**src/rtl/memory_referee.sv**
```systemverilog
// Referee for the pairs game: turn order, scoring, turn timeout and an
// end-of-game scan that produces a winner mask and tie flag.
module memory_referee #(
  parameter int NUM_PLAYERS = 2,
  parameter int NUM_PAIRS   = 8,
  parameter int TURN_TICKS  = 4,
  localparam int SCORE_W    = $clog2(NUM_PAIRS + 1),
  localparam int PID_W      = (NUM_PLAYERS > 2) ? $clog2(NUM_PLAYERS) : 1
) (
  input  logic                           clk,
  input  logic                           rst,
  input  logic                           start,
  input  logic                           turn_valid,
  input  logic                           turn_match,
  input  logic                           tick,
  output logic [PID_W-1:0]               current_player,
  output logic [NUM_PLAYERS*SCORE_W-1:0] scores,
  output logic [SCORE_W-1:0]             pairs_found,
  output logic                           busy,
  output logic                           done,
  output logic [NUM_PLAYERS-1:0]         winner_mask,
  output logic                           tie,
  output logic                           timeout_pulse
);

  typedef enum logic [1:0] {IDLE, PLAY, EVAL, DONE} state_t;

  localparam logic [PID_W-1:0]   LAST_PID   = PID_W'(NUM_PLAYERS - 1);
  localparam logic [SCORE_W-1:0] PAIRS_MAX  = SCORE_W'(NUM_PAIRS);
  localparam logic [SCORE_W-1:0] SCORE_ONE  = SCORE_W'(1);
  localparam logic [7:0]         TICKS_MAX  = 8'(TURN_TICKS);
  localparam bit                 TIMEOUT_EN = (TURN_TICKS > 0);

  state_t                   state_q;
  logic [PID_W-1:0]         player_q;
  logic [SCORE_W-1:0]       score_q [NUM_PLAYERS];
  logic [SCORE_W-1:0]       pairs_q;
  logic [7:0]               timer_q;
  logic [PID_W-1:0]         scanIdx_q;
  logic [SCORE_W-1:0]       max_q;
  logic [NUM_PLAYERS-1:0]   mask_q;
  logic [NUM_PLAYERS-1:0]   winner_q;
  logic                     tie_q;
  logic                     timeout_q;
  logic                     busy_q;
  logic                     done_q;

  logic [PID_W-1:0]         nextPlayer_d;
  logic [SCORE_W-1:0]       scanScore;
  logic [NUM_PLAYERS-1:0]   scanHot;
  logic [SCORE_W-1:0]       scanMax_d;
  logic [NUM_PLAYERS-1:0]   scanMask_d;
  logic                     scanTie_d;

  assign nextPlayer_d = (player_q == LAST_PID) ? '0 : player_q + PID_W'(1);
  assign scanScore    = score_q[scanIdx_q];

  // One scan step per EVAL cycle: the first player seeds the running max.
  always_comb begin
    scanHot            = '0;
    scanHot[scanIdx_q] = 1'b1;
    scanMax_d          = max_q;
    scanMask_d         = mask_q;
    if (scanIdx_q == '0) begin
      scanMax_d  = scanScore;
      scanMask_d = scanHot;
    end else if (scanScore > max_q) begin
      scanMax_d  = scanScore;
      scanMask_d = scanHot;
    end else if (scanScore == max_q) begin
      scanMask_d = mask_q | scanHot;
    end
    scanTie_d = (scanMask_d & (scanMask_d - NUM_PLAYERS'(1))) != '0;
  end

  always_ff @(posedge clk) begin
    if (rst) begin
      state_q   <= IDLE;
      player_q  <= '0;
      pairs_q   <= '0;
      timer_q   <= '0;
      scanIdx_q <= '0;
      max_q     <= '0;
      mask_q    <= '0;
      winner_q  <= '0;
      tie_q     <= 1'b0;
      timeout_q <= 1'b0;
      busy_q    <= 1'b0;
      done_q    <= 1'b0;
      for (int k = 0; k < NUM_PLAYERS; k++) score_q[k] <= '0;
    end else begin
      timeout_q <= 1'b0;
      if (start) begin
        state_q   <= PLAY;
        player_q  <= '0;
        pairs_q   <= '0;
        timer_q   <= '0;
        scanIdx_q <= '0;
        max_q     <= '0;
        mask_q    <= '0;
        winner_q  <= '0;
        tie_q     <= 1'b0;
        busy_q    <= 1'b1;
        done_q    <= 1'b0;
        for (int k = 0; k < NUM_PLAYERS; k++) score_q[k] <= '0;
      end else begin
        case (state_q)
          PLAY: begin
            // A finished turn outranks a simultaneous tick and restarts the timer.
            if (turn_valid) begin
              timer_q <= '0;
              if (turn_match) begin
                score_q[player_q] <= score_q[player_q] + SCORE_ONE;
                pairs_q           <= pairs_q + SCORE_ONE;
                if (pairs_q + SCORE_ONE == PAIRS_MAX) begin
                  state_q   <= EVAL;
                  scanIdx_q <= '0;
                end
              end else begin
                player_q <= nextPlayer_d;
              end
            end else if (tick && TIMEOUT_EN) begin
              if (timer_q + 8'd1 == TICKS_MAX) begin
                timer_q   <= '0;
                player_q  <= nextPlayer_d;
                timeout_q <= 1'b1;
              end else begin
                timer_q <= timer_q + 8'd1;
              end
            end
          end
          EVAL: begin
            max_q  <= scanMax_d;
            mask_q <= scanMask_d;
            if (scanIdx_q == LAST_PID) begin
              state_q  <= DONE;
              busy_q   <= 1'b0;
              done_q   <= 1'b1;
              winner_q <= scanMask_d;
              tie_q    <= scanTie_d;
            end else begin
              scanIdx_q <= scanIdx_q + PID_W'(1);
            end
          end
          default: ;
        endcase
      end
    end
  end

  for (genvar k = 0; k < NUM_PLAYERS; k++) begin : g_scores
    assign scores[k*SCORE_W +: SCORE_W] = score_q[k];
  end

  assign current_player = player_q;
  assign pairs_found    = pairs_q;
  assign busy           = busy_q;
  assign done           = done_q;
  assign winner_mask    = winner_q;
  assign tie            = tie_q;
  assign timeout_pulse  = timeout_q;

endmodule

```
**config.mk**
```make
export PLATFORM = sky130hd
export DESIGN_NAME = memory_referee
export DESIGN_NICKNAME = d
export VERILOG_FILES = /design/src/rtl/memory_referee.sv
export SDC_FILE = /design/constraint.sdc
export NUM_CORES = 1
export LEC_CHECK = 0
export ABC_AREA = 0
export BUFFER_PORTS_ARGS = -buffer_cell sky130_fd_sc_hd__buf_2
export CAP_MARGIN = 20
export CORE_ASPECT_RATIO = 0.8
export CORE_MARGIN = 2
export CORE_UTILIZATION = 61
export DETAILED_ROUTE_END_ITERATION = 12
export PLACE_DENSITY = 0.84
export REMOVE_ABC_BUFFERS = 1
export SLEW_MARGIN = 20
export SYNTH_ARGS = -nofsm -noshare
export SYNTH_HDL_FRONTEND = slang
export SYNTH_SLANG_ARGS = --single-unit
```
**constraint.sdc**
```tcl
create_clock -name clk -period 3.1 [get_ports clk]
set_input_delay 0.465 -clock clk [delete_from_list [all_inputs] [get_ports clk]]
set_output_delay 0.465 -clock clk [all_outputs]
set_load 0.02 [all_outputs]
```
After elaboration in Yosys (flattened, before gate mapping)
Memories as Yosys holds them, arrays and structs flattened. A register that Yosys moved wholly into a read port is not among the register bits.
Cells that the tools add are included.
{"block": "word_totals", "mem_bits_rw": 8, "latch_bits": 0, "n_memories": 1, "rom_bits": 0, "reg_bits": 28, "input_bits": 6, "output_inout_bits": 19, "elab_cells": 114}
{"memory": "score_q", "words": 2, "word_bits": 4, "rd": 4, "rd_clocked_by_memory_dff": 2, "wr": 2, "line_no": "36", "text": "logic [SCORE_W-1:0] score_q [NUM_PLAYERS];"}
{"block": "op_classes", "n_eq_ne": 15, "n_mux": 50, "n_mul": 0, "n_addsub": 6, "n_bitwise": 6, "div_mod_pow": 0, "n_shift": 0, "n_reduce_logical": 20, "magnitude_cmp": 3}
{"operator": "$mux 1", "n": 32}
{"operator": "$mux 8", "n": 3}
{"operator": "$mux 4", "n": 5}
{"operator": "$mux 2", "n": 7}
{"operator": "$ne 3x3->1 const B", "n": 4}
{"operator": "$reduce_bool 2->1", "n": 6}
{"operator": "$ne 2x2->1 const B", "n": 5}
{"operator": "$reduce_and 5->1", "n": 2}
{"operator": "$add 4x1->4 const B", "n": 2}
{"operator": "$add 8x1->8 const B", "n": 1}
{"operator": "$eq 8x3->1 const B", "n": 1}
{"operator": "$reduce_and 2->1", "n": 4}
{"operator": "$reduce_and 4->1", "n": 2}
{"operator": "$reduce_or 5->1", "n": 1}
{"operator": "$eq 4x4->1", "n": 1}
{"operator": "$eq 4x4->1 const B", "n": 1}
{"operator": "$gt 4x4->1", "n": 1}
{"operator": "$pmux 2 s2", "n": 1}
{"operator": "$reduce_or 4->1", "n": 1}
{"operator": "$reduce_and 3->1", "n": 1}
{"operator": "$reduce_bool 3->1", "n": 1}
{"operator": "$add 1x1->1 const B", "n": 2}
{"operator": "$and 2x2->2", "n": 1}
{"operator": "$eq 2x1->1 const B", "n": 1}
{"operator": "12 further kinds", "n": 14}

Depth between registers and ports, before layout
{"block": "logic_depth", "ltp_word": 11, "depth_mapped": 8, "depth_no_buf": 8}

Worst setup path before layout
OpenSTA, ideal clock, no wires.
{"block": "synth_timing", "path_kind": "reg-to-reg", "from": "memory score_q[1][1] in the netlist's numbering", "to": "register max_q[0]", "n_path_buf": 0, "slack_ns": 0.961, "period_less_slack_ns": 2.139, "t_required_ns": 3.030, "setup_time_ns": 0.070, "arrival_ns": 2.069, "stages_incl_launch_ff": 9, "cell_sequence": "edfxtp_1 -> mux2_2 -> ha_1 -> nor2b_1 -> o21a_1 -> o21ai_0 -> a31o_2 -> or2_2 -> a21oi_1"}
{"element": "from (decl)", "line_no": "36"}
{"element": "to (signal assigned)", "line_no": "133", "text": "max_q <= scanMax_d;"}
{"element": "to (decl)", "line_no": "40", "text": "logic [SCORE_W-1:0] max_q;"}

==> tab_implementation.tex <==
\begin{tabular}{lr}
\hline
Metric & Value \\
\hline
\multicolumn{2}{l}{\textbf{Run status}} \\
\quad Run status & finished, final reports clean \\
\multicolumn{2}{l}{\textbf{CTS}} \\
\quad Count of hold buffers inserted by post-cts repair & 0 \\
\quad Clock tree from TritonCTS & done \\
\quad Resized cells post-CTS & 0 \\
\quad Post-CTS setup-driven buffer insertion count & 0 \\
\quad Clk sinks & 38 \\
\quad Number of buffers inserted during clock tree synthesis & 5 \\
\quad Number of H-tree levels & 2 \\
\quad Cell chosen for the clock root & clkbuf\_8 \\
\quad Clock tree buffer depth & 2 \\
\quad Clock network latency to the later pin of the worst-skew pair & approximately 0.29 ns \\
\quad Clock slew at reported path FFs & roughly 0.07 ns \\
\multicolumn{2}{l}{\textbf{Run}} \\
\quad Number of max-cap violations & 0 \\
\multicolumn{2}{l}{\textbf{Worst setup path}} \\
\quad Type of the setup path with the least slack & reg2reg \\
\quad Critical path fanouts, max & 8 \\
\quad Crit path capture type & flop \\
\quad Data arrival time of the critical path & 2.49 ns \\
\quad Critical path required time & roughly 3.3 ns \\
\quad Startpoint type of the worst setup path & flop \\
\multicolumn{2}{l}{\textbf{STA}} \\
\quad Number of endpoints failing setup at the final stage & 0 \\
\quad Peak clock frequency supported by timing & between 400 and 500 MHz \\
\quad Final worst clock skew & $\sim$0.0038 ns \\
\quad Count of final max-slew check failures & 0 \\
\quad RSZ-0062 raised after global routing & false \\
\quad Worst Tran Pin Value & 0.662 ns \\
\quad Share of the cycle needed by the critical path after routing & between 70\% and 80\% \\
\quad Max-slew headroom at the worst pin & a little under three fifths \\
\quad Setup tns final & 0 ns \\
\quad Worst hold slack across all endpoints & $\sim$0.36 ns \\
\quad Post-layout minimum cycle time & between 2 and 2.5 ns \\
\quad Count of endpoints failing hold in the final timing report & 0 \\
\multicolumn{2}{l}{\textbf{Synth}} \\
\quad Number of distinct library cells after synthesis & 45 \\
\quad Main flop type after synthesis & dfxtp\_1 \\
\quad Count of yosys warnings during synthesis & 0 \\
\quad Number of flops mapped to enable cells by yosys & 8 \\
\quad Flops \& latches, synth & 38 \\
\quad Cell Area, Synth & 1880 µm² \\
\quad Cells after Synth & between 200 and 250 \\
\quad Post-synthesis area per instance & between 9 and 10 µm² \\
\quad Sequential cell area fraction in the yosys report & 44.7\% \\
\quad Synth async-reset ratio & 0\% \\
\multicolumn{2}{l}{\textbf{Die}} \\
\quad Top-level I/O count & 25 \\
\quad Starting density of the core & 65.9\% \\
\quad Die Ht & approximately 54 µm \\
\quad Area of the die & around 3500 µm² \\
\quad FP Rows & 17 \\
\quad Area of the core & between 2000 and 3000 µm² \\
\quad Die X-Extent & approximately 66 µm \\
\multicolumn{2}{l}{\textbf{Min path}} \\
\quad Path type of the worst min-delay path & in2reg \\
\multicolumn{2}{l}{\textbf{Finish}} \\
\quad Fraction of final layout cells sized beyond drive strength 1 & between 10\% and 20\% \\
\quad Count of antenna diodes in the layout & 0 \\
\quad Fillers & between 200 and 250 \\
\quad Growth of design area from synthesis to finish & 13.6\% \\
\quad Leading cell type in the layout, fill and taps excluded & nor2\_1 \\
\quad Number of nets in the layout & 245 \\
\quad Top library cells by usage in the layout, fill and taps aside & 36 x nor2\_1, 30 x dfxtp\_1, 24 x buf\_2 \\
\multicolumn{2}{l}{\textbf{Route}} \\
\quad Antenna Violating Nets Remaining & 0 \\
\quad Via density & $\sim$6 \\
\quad DR pass1 iterations & 4 \\
\quad Iteration-0 DRC Markers & 61 \\
\quad DRC viols & 0 \\
\quad Total length of routed wires & 3.92 mm \\
\quad Total vias in the final route & 1,580 \\
\quad Routed wire per std cell & 14.5 µm \\
\multicolumn{2}{l}{\textbf{Global route}} \\
\quad Pin count of the biggest net entering global routing & 25 \\
\quad Global-route wire length before repair & 6.32 mm \\
\quad Initial antenna violation count & 0 \\
\quad Number of global-route vias before repair & between 1,000 and 1,500 \\
\quad Remaining global-route overflow & 0 \\
\quad Aggregate global-route resource usage & between 20\% and 30\% \\
\multicolumn{2}{l}{\textbf{Power}} \\
\quad Leakage power & approximately 0.00083 µW \\
\quad VDD IR-drop max & $\sim$0.38 mV \\
\quad Pwr/cell area & between 400 and 500 nW/µm² \\
\multicolumn{2}{l}{\textbf{Placement}} \\
\quad RePlAce Congestion & between 0.8 and 0.9 \\
\quad HPWL after detailed placement & between 2 and 3 mm \\
\quad \# port buffers & 24 \\
\hline
\end{tabular}
## logic make-up (layout without fill, tap and decap cells)
family | count (synthesis) | in the layout | synth area share (%)
AOI/OAI and AO/OA | 47 | 47 | 16.5
xor gates and xnor gates | 7 | 7 | 3.26
muxes | 10 | 10 | 5.93
buffers and inverters | 12 | 39 | 2.46
adders and majority gates | 8 | 8 | 5.33
DFF | 38 | 38 | 44.7
and+or+nand+nor | 83 | 83 | 21.8
## critical path: stages, from the launching register on
cell     delay [ns]
dfxtp_1        0.42
mux2_2         0.37
ha_1           0.28
nor2b_1        0.15
o21a_1         0.14
o21ai_0        0.12
a31o_2         0.32
or2_2          0.28
a21oi_1        0.13
## layer usage
layer / part of all wire, % / routed length (µm) / vias up / track usage, %
met5: 0 / 0 / - / 0
met4: 0.89 / 35 / 0 / 8.16
met3: 4.9 / 191 / 5 / 8.37
met2: 47 / 1840 / 43 / 40.9
met1: 47 / 1860 / 733 / 30.2
li1: - / - / 799 / -
## flip-flops by register name, summed over array words and instances (netlist names), named ones only
register	count
state_q	2
busy	1
current_player	1
timer_q	8
timeout_pulse	1
scanIdx_q	1
mask_q	2
score_q	8
max_q	4
tie	1
done	1
winner_mask	2
pairs_found	4
## metrics by stage
stage	total power (µW)	cell area [µm²]	std cells	utilization [%]	worst slack, ns
finish	1000	2140	270	74.9	0.840
global route	1040	2140	270	74.9	0.698
CTS	1010	2140	270	74.9	0.840
detailed placement	602	2030	262	71.1	0.886
global placement	599	2030	262	71.1	0.927
floorplan	577	1860	200	-	0.959
## layout make-up
class	count	area (µm²)	area share (%)
Clock buffer	5	68.8	3.22
Clock inverter	3	40.0	1.87
Inverter	7	26.3	1.23
Multi-Input combinational cell	155	992	46.5
Sequential cell	38	841	39.4
Tap cell	38	47.5	2.23
Timing Repair Buffer	24	120	5.62
## worst paths after layout
path | startpoint | end | slack [ns] | cells past startpoint
hold / removal | rst | state_q[0]$_SDFFE_PP0P_ | 0.36 | 2
setup / recovery | flop | max_q[0]$_SDFFE_PP0P_ | 0.84 | 8
hold reg to reg | winner_mask[0]$_SDFFE_PP0P_ | winner_mask[0]$_SDFFE_PP0P_ | 0.46 | 2
setup reg to reg | flop | max_q[0]$_SDFFE_PP0P_ | 0.84 | 8
## cells in the mapped netlist (2+ instances only)
cell       n  area (µm²)
a22oi_1    2        15.0
clkbuf_1   4        15.0
nand4_1    3        18.8
and3_1     2        12.5
or4_1      2        15.0
or2_2      3        18.8
nand3_1    5        25.0
a32oi_1    2        17.5
o211ai_1   2        15.0
or3_1      2        12.5
mux2i_1    4        40.0
xor2_1     3        26.3
nand2_1   15        56.3
inv_1      7        26.3
ha_1       8         100
nor2_1    36         135
nand2b_1   3        18.8
a21oi_1   14        70.1
nor3_1     2        10.0
dfxtp_1   30         601
a31oi_1    4        25.0
o21ai_0   12        60.1
xnor2_1    4        35.0
and3_4     2        22.5
o21a_1     2        15.0
o31ai_1    2        15.0
mux2_2     5        56.3
edfxtp_1   8         240
## power breakdown
| part | switching [µW] | internal, µW |
|---|---|---|
| logic | 49.2 | 24.7 |
| clock network | 171 | 237 |
| registers | 6.79 | 512 |
| total | 227 | 773 |
No activity file was read; power rests on OpenSTA's default activity.
